## src/rtl/data_mem_responder.sv

```systemverilog
// -----------------------------------------------------------------------------
// data_mem_responder
//
// Memory-side slave for the core's load/store port. Accepts one valid/ready
// request at a time, waits a fixed number of cycles, performs the access on a
// little-endian word store with byte enables, and holds the response until
// the requester takes it. Misaligned or out-of-range addresses return an
// error and never touch storage.
//
// Ports:
//   clk        in   rising-edge clock
//   rst        in   asynchronous reset, active-low
//   req_valid  in   request present
//   req_ready  out  responder idle and able to accept a request
//   req_we     in   1 = write, 0 = read
//   req_addr   in   byte address
//   req_wdata  in   write data
//   req_be     in   byte enables, bit i covers data[8i+7:8i]
//   rsp_valid  out  response present
//   rsp_ready  in   requester accepts response
//   rsp_rdata  out  read data (0 for writes and errors)
//   rsp_err    out  access error flag
// -----------------------------------------------------------------------------
module data_mem_responder #(
   parameter int ADDRESS_WIDTH  = 32,
   parameter int DATA_WIDTH     = 32,
   parameter int MEM_ADDR_WIDTH = 8,
   parameter int LATENCY        = 2
) (
   input  logic                      clk,
   input  logic                      rst,
   input  logic                      req_valid,
   output logic                      req_ready,
   input  logic                      req_we,
   input  logic [ADDRESS_WIDTH-1:0]  req_addr,
   input  logic [DATA_WIDTH-1:0]     req_wdata,
   input  logic [DATA_WIDTH/8-1:0]   req_be,
   output logic                      rsp_valid,
   input  logic                      rsp_ready,
   output logic [DATA_WIDTH-1:0]     rsp_rdata,
   output logic                      rsp_err
);

   localparam int BE_WIDTH   = DATA_WIDTH / 8;
   localparam int WORD_DEPTH = 2 ** (MEM_ADDR_WIDTH - 2);
   localparam int CNT_WIDTH  = $clog2(LATENCY) + 1;

   localparam logic [CNT_WIDTH-1:0] CNT_LOAD = CNT_WIDTH'(LATENCY - 1);
   localparam logic [CNT_WIDTH-1:0] CNT_ONE  = CNT_WIDTH'(1);

   localparam logic [1:0] S_IDLE = 2'd0;
   localparam logic [1:0] S_BUSY = 2'd1;
   localparam logic [1:0] S_RESP = 2'd2;

   // Reject unsupported configurations at elaboration.
   if (LATENCY < 1) begin : g_bad_latency
      $error("data_mem_responder: LATENCY must be at least 1");
   end
   if (DATA_WIDTH != 32) begin : g_bad_data_width
      $error("data_mem_responder: DATA_WIDTH must be 32");
   end
   if (MEM_ADDR_WIDTH < 3 || MEM_ADDR_WIDTH >= ADDRESS_WIDTH) begin : g_bad_mem_width
      $error("data_mem_responder: MEM_ADDR_WIDTH must be in [3, ADDRESS_WIDTH-1]");
   end

   logic [1:0]                r_state;
   logic [CNT_WIDTH-1:0]      r_cnt;
   logic                      r_we;
   logic [ADDRESS_WIDTH-1:0]  r_addr;
   logic [DATA_WIDTH-1:0]     r_wdata;
   logic [BE_WIDTH-1:0]       r_be;
   logic [DATA_WIDTH-1:0]     r_rdata;
   logic                      r_err;
   logic [DATA_WIDTH-1:0]     r_mem [WORD_DEPTH];

   logic                      w_accept;
   logic                      w_access;
   logic                      w_err;
   logic [MEM_ADDR_WIDTH-3:0] w_word_idx;
   logic [DATA_WIDTH-1:0]     w_be_mask;

   // Gate with rst so the port reads 0 for the whole reset interval.
   assign req_ready  = (r_state == S_IDLE) && rst;
   assign rsp_valid  = (r_state == S_RESP);
   assign rsp_rdata  = r_rdata;
   assign rsp_err    = r_err;

   assign w_accept   = req_valid && req_ready;
   assign w_access   = (r_state == S_BUSY) && (r_cnt == '0);
   assign w_word_idx = r_addr[MEM_ADDR_WIDTH-1:2];
   assign w_err      = (r_addr[1:0] != 2'b00) ||
                       (r_addr[ADDRESS_WIDTH-1:MEM_ADDR_WIDTH] != '0);

   // NOTE: every signal written in always_comb gets a default first, so no
   // path through the block leaves it unassigned and no latch is inferred.
   always_comb begin
      w_be_mask = '0;
      for (int i = 0; i < BE_WIDTH; i++) begin
         w_be_mask[8*i +: 8] = {8{r_be[i]}};
      end
   end

   // NOTE: sequential state uses non-blocking assignments so every register
   // samples pre-edge values regardless of statement order.
   always_ff @(posedge clk or negedge rst) begin
      if (!rst) begin
         r_state <= S_IDLE;
         r_cnt   <= '0;
         r_we    <= 1'b0;
         r_addr  <= '0;
         r_wdata <= '0;
         r_be    <= '0;
         r_rdata <= '0;
         r_err   <= 1'b0;
      end else begin
         case (r_state)
            S_IDLE: begin
               if (w_accept) begin
                  r_we    <= req_we;
                  r_addr  <= req_addr;
                  r_wdata <= req_wdata;
                  r_be    <= req_be;
                  r_cnt   <= CNT_LOAD;
                  r_state <= S_BUSY;
               end
            end
            S_BUSY: begin
               if (r_cnt != '0) begin
                  r_cnt <= r_cnt - CNT_ONE;
               end else begin
                  // Writes and errors return zero data; reads mask off
                  // disabled bytes.
                  r_rdata <= (r_we || w_err) ? '0 : (r_mem[w_word_idx] & w_be_mask);
                  r_err   <= w_err;
                  r_state <= S_RESP;
               end
            end
            S_RESP: begin
               if (rsp_ready) begin
                  r_state <= S_IDLE;
               end
            end
            default: r_state <= S_IDLE;
         endcase
      end
   end

   // NOTE: storage carries no reset; contents survive rst and are only
   // defined once written. A reset mid-transaction forces r_state to IDLE
   // asynchronously, so an uncommitted write can never reach this block.
   always_ff @(posedge clk) begin
      if (w_access && r_we && !w_err) begin
         for (int i = 0; i < BE_WIDTH; i++) begin
            if (r_be[i]) begin
               r_mem[w_word_idx][8*i +: 8] <= r_wdata[8*i +: 8];
            end
         end
      end
   end

endmodule

```

## config.mk

```make
export PLATFORM = sky130hd
export DESIGN_NAME = data_mem_responder
export DESIGN_NICKNAME = d
export VERILOG_FILES = /design/src/rtl/data_mem_responder.sv
export SDC_FILE = /design/constraint.sdc
export NUM_CORES = 2
export LEC_CHECK = 0
export CAP_MARGIN = 15
export CORE_MARGIN = 1
export CORE_UTILIZATION = 28
export CTS_CLUSTER_DIAMETER = 80
export DETAILED_ROUTE_END_ITERATION = 16
export HOLD_SLACK_MARGIN = 0.06
export PLACE_DENSITY = 0.46
export SYNTH_ARGS = -nofsm -noshare
export SYNTH_HDL_FRONTEND = slang
export SYNTH_SLANG_ARGS = --single-unit
```

## constraint.sdc

```tcl
create_clock -name clk -period 3 [get_ports clk]
set_input_delay 0.6 -clock clk [delete_from_list [all_inputs] [get_ports clk]]
set_output_delay 0.6 -clock clk [all_outputs]
set_load 0.005 [all_outputs]
```

After elaboration in Yosys (flattened, before gate mapping). Memories as Yosys holds them, arrays and structs flattened. Index checks and enable logic that the tools add are counted.

Register bits: 106. Bits in writable memories: 2048. Input port bits: 73. Output and inout port bits: 35. Memories kept: 1.

Add/sub/neg operators: 1. Eq/ne operators: 6. Multiplexer cells: 19. Bitwise operators: 2. Reductions and logical operators: 18.

Memories: r_mem (words 64, bits a word 32, rd ports 1, clocked after Yosys merged registers in 0, write ports 1, line 74) `logic [DATA_WIDTH-1:0] r_mem [WORD_DEPTH];`.

Operator list (count): $and A32 B32 Y32 (1); $mux W32 (1); $reduce_bool A24 Y1 (1); $mux W1 (12); $mux W2 (4); $pmux W2 S3 (1); $reduce_and A3 Y1 (2); $reduce_bool A2 Y1 (3); $logic_and A1 B1 Y1 (5); $logic_not A2 Y1 (2); $ne A2 B1 Y1 const B (2); $ne A2 B2 Y1 const B (2); $pmux W2 S2 (1); $reduce_and A2 Y1 (2); $eq A2 B1 Y1 const B (1); $eq A2 B2 Y1 const B (1); $logic_or A1 B1 Y1 (2); $sub A2 B1 Y2 const B (1); $logic_not A1 Y1 (1); $not A1 Y1 (1).

Depth between registers and ports, before layout.
Word-level depth: 6. Gate-level depth with buffers: 10.

Worst setup path after synthesis. OpenSTA, ideal clock, no wires.

Kind: flip-flop to flip-flop. Start: register r_cnt[0]. End: memory r_mem[16][0] (enable). Arrival: 2183 ps. Path slack: 447 ps. Cell stages (with the launch flop): 11. Period minus slack after synthesis: 2553 ps. Cell sequence: dfrtp_1 -> inv_1 -> ha_1 -> nand3b_1 -> nand4b_1 -> nor2_1 -> and2_1 -> clkbuf_1 -> nand2_1 -> clkbuf_1 -> nor2_1.

Cells in the longest elaborated chain, start to end: 6.

RTL lines: start, declared (line 67) `logic [CNT_WIDTH-1:0] r_cnt;`; start signal, assigned (line 129) `r_cnt <= r_cnt - CNT_ONE;`; $logic_not A2 Y1 (line 89) `assign w_access = (r_state == S_BUSY) && (r_cnt == '0);`; $logic_and A1 B1 Y1 (line 89); $logic_and A1 B1 Y1 (2 in series) (line 152) `if (w_access && r_we && !w_err) begin`; $mux W1 (line 152); $mux W1 (implied by the code) (line 155) `r_mem[w_word_idx][8*i +: 8] <= r_wdata[8*i +: 8];`; end, declared (line 74).

Every way passes these cells.

Worst setup path after layout.
Start: register r_addr[5]. End: memory r_mem[9][17] (enable).

RTL lines: start, declared (line 69) `logic [ADDRESS_WIDTH-1:0] r_addr;`; start signal, assigned (line 120) `r_addr <= req_addr;`.

Straight into the memory's write port.

==> flow_summary.ini <==
[synth]
synth_area_leaders = edfxtp_1 (74%), mux2i_1 (6.1%), a221o_1 (4.4%)
synth_nets = 4803
ys_types = 49
syn_area_um2 = 82700
syn_inst = 4729
synth.top_cells.by_count = edfxtp_1 (2048), mux2i_1 (500), a221o_1 (362)
yosysSeqAreaShare = 0.776
yosysWarnings = 0
postSynth.asyncResetShare = 0.0492
synth_top_area_frac = 0.744
synth-edff-count = 2048
postSynthAreaPerCell_um2 = 17.5
synth.largest_area_cell = edfxtp_1
synth_seq_cells = 2154
ys.flop_type = edfxtp_1
synth_most_common_cell = edfxtp_1

[critical_path]
cp.required_ns = 3.58
reg2reg_to = r_mem[9][17]
reg2reg_from = r_addr[5]
r2r_slack_ns = 0.05
arrival_ns = 3.53
path_class = reg -> reg
startpoint_type = register
crit_fanout = 17
end_kind = register
worstRegToRegCells = 4

[finish]
seq_area_um2 = 64200
syn_to_final_growth_pct = 20.3
drive_gt1_frac = 0.185
postLayoutCellArea_um2 = 99500
nets = 5314
multi_input_area_um2 = 17100
nFillCells = 28212
utilization = 0.339

[status]
violations = design-rule violations
status = finished, violations left

[clocking]
cts.clk_slew.worst_paths_ns = 0.06
insertion_delay_ns = 0.89
numCtsBuffers = 226
h-tree-depth = 4
cts_tree = built
post_cts_buffers = 0
clkSinkCount = 2154
clockRootBuffer = clkbuf_16
cts_buffer_depth = 3

[routing]
drtPass1Iterations = 14
antenna_left = 0
drt_wl_total_mm = 265
routedWlPerCell_um = 28.3
via_per_inst = 5.08
route.detailed.drc = 12
drt_first_iter_violations = 4558
vias = 47517

[pwr]
power.switching_uw = 34300
ir_drop_mv = 0.583
power_density_nw_per_um2 = 990
power_frac_seq = 0.410
clockPowerShare = 0.280
p_int_uw = 64200
leakage_uw = 0.0322
combPwrFrac = 0.311
switching_share = 0.348

[place]
gp_congestion = 0.832
port_buffers = 107
dpl_cell_area_um2 = 92100
dpl.hpwl_mm = 171

[hold_path]
hold_path_end = r_addr[16]
holdCritStartpoint = req_addr[16]
hold_class = in -> reg
whs_path_depth = 2

[floorplanning]
core_um2 = 294000
ioPinCount = 108
die_w_um = 546
die_h_um = 546
die_area_um2 = 298000
start_util = 0.282
num_rows = 199

[global_routing]
antenna_found_initial = 15
grt-ovfl-total = 0
grt_pass1_vias = 47284
grt_pass1_wl_mm = 372
grt_max_degree = 65
track_usage = 0.174

[sta]
fin_crit_ns = 2.95
worstMarginPinSlew_ns = 1.12
setup_viol = 0
finalHoldViolCount = 0
max_freq_mhz = 338
fin_crit_sh = 0.985
clock_skew_ns = 0.0419
finalMaxSlewViolations = 0
rsz0062_at_grt = no
maxSlewHeadroom = 0.254

[run]
cap_violations = 0
## layout by cell type, fill, tap and decap left out, drive strengths merged, types with 117 or more instances in the layout
cell type,count
edfxtp,2048
buf,532
mux2i,500
a221o,362
clkbuf,319
o22ai,280
nor2,276
a21oi,184
a221oi,130
nand2,117
## cell type report
type                       count  area share
clock buffer                 319      0.0632
sequential                  2154       0.645
timing repair buffer         639      0.0601
multi-input combinational   2214       0.171
inverter                       5    0.000264
tap                         3919      0.0493
clock inverter               106      0.0101
antenna                        4    0.000101
## layer usage
layer | vias to the layer above | GRT usage | wire, µm
met5 | - | 0 | 43
met4 | 6 | 0.0472 | 6420
met3 | 343 | 0.0289 | 15400
met2 | 1545 | 0.283 | 126000
met1 | 25113 | 0.240 | 117000
li1 | 20510 | - | -
## power groups by stage
stage	Clock [µW]	Sequential (µW)	Combinational [µW]
after global routing	29200	40600	32300
after floorplan	0	40700	16100
after CTS	28100	40400	30900
after global placement	0	41000	30600
final	27600	40300	30600
after detailed placement	0	41100	30800
## stage by stage
stage / instances / TNS [ns] / setup slack [ns] / power, µW / hold WS (ns)
2_1_floorplan: 4729 / 0 / 0.447 / 56800 / 0.304
3_3_place_gp: 8930 / -14.49 / -0.167 / 71600 / 0.491
5_1_grt: 9359 / 0 / 0.00965 / 102000 / 0.292
4_1_cts: 9356 / -17.25 / -0.196 / 99400 / 0.254
6_report: 9360 / 0 / 0.0456 / 98500 / 0.321
3_5_place_dp: 8930 / -15.17 / -0.174 / 71800 / 0.496
## cells by family (layout without fill, tap and decap cells)
logic type | Yosys count | in the layout | synth area share
flops | 2154 | 2154 | 0.776
compound gates | 1155 | 1155 | 0.106
mux | 585 | 585 | 0.0740
simple gates | 473 | 473 | 0.0242
buf+inv | 361 | 1069 | 0.0197
fa+ha+maj | 1 | 1 | 0.000151
other cells | 0 | 4 | 0
## registers in the layout (all words and copies together), names as in the netlist
| register | cells |
|---|---|
| r_addr | 32 |
| r_be | 4 |
| r_cnt | 2 |
| r_mem | 2048 |
| r_state | 2 |
| r_wdata | 32 |
| r_we | 1 |
| rsp_err | 1 |
| rsp_rdata | 32 |
## worst max-delay path: stages, from the launching register on
cell and delay [ns]:
dfrtp_1 0.77, and2_2 0.75, nand2_2 0.54, nor2_1 0.37
buf_12 0.17
## worst max-delay path by stage
stage              start  slack [ns]            end  depth (start not counted)
3_3_place_gp   r_addr[5]       -0.17    r_mem[9][2]                          4
5_1_grt        r_addr[3]        0.01  r_mem[34][30]                          6
4_1_cts        r_addr[5]       -0.20   r_mem[9][17]                          4
3_5_place_dp   r_addr[5]       -0.17  r_mem[10][29]                          4
6_report       r_addr[5]        0.05   r_mem[9][17]                          4
2_1_floorplan   r_cnt[0]        0.45   r_mem[16][0]                         10
## timing repair
action,4_1_cts,5_1_grt
hold buffers,1,0
gates resized for setup,1,10
setup endpoints to repair,139,225
endpoints found under the hold margin,43,0
(Power assumes the default switching activity.)
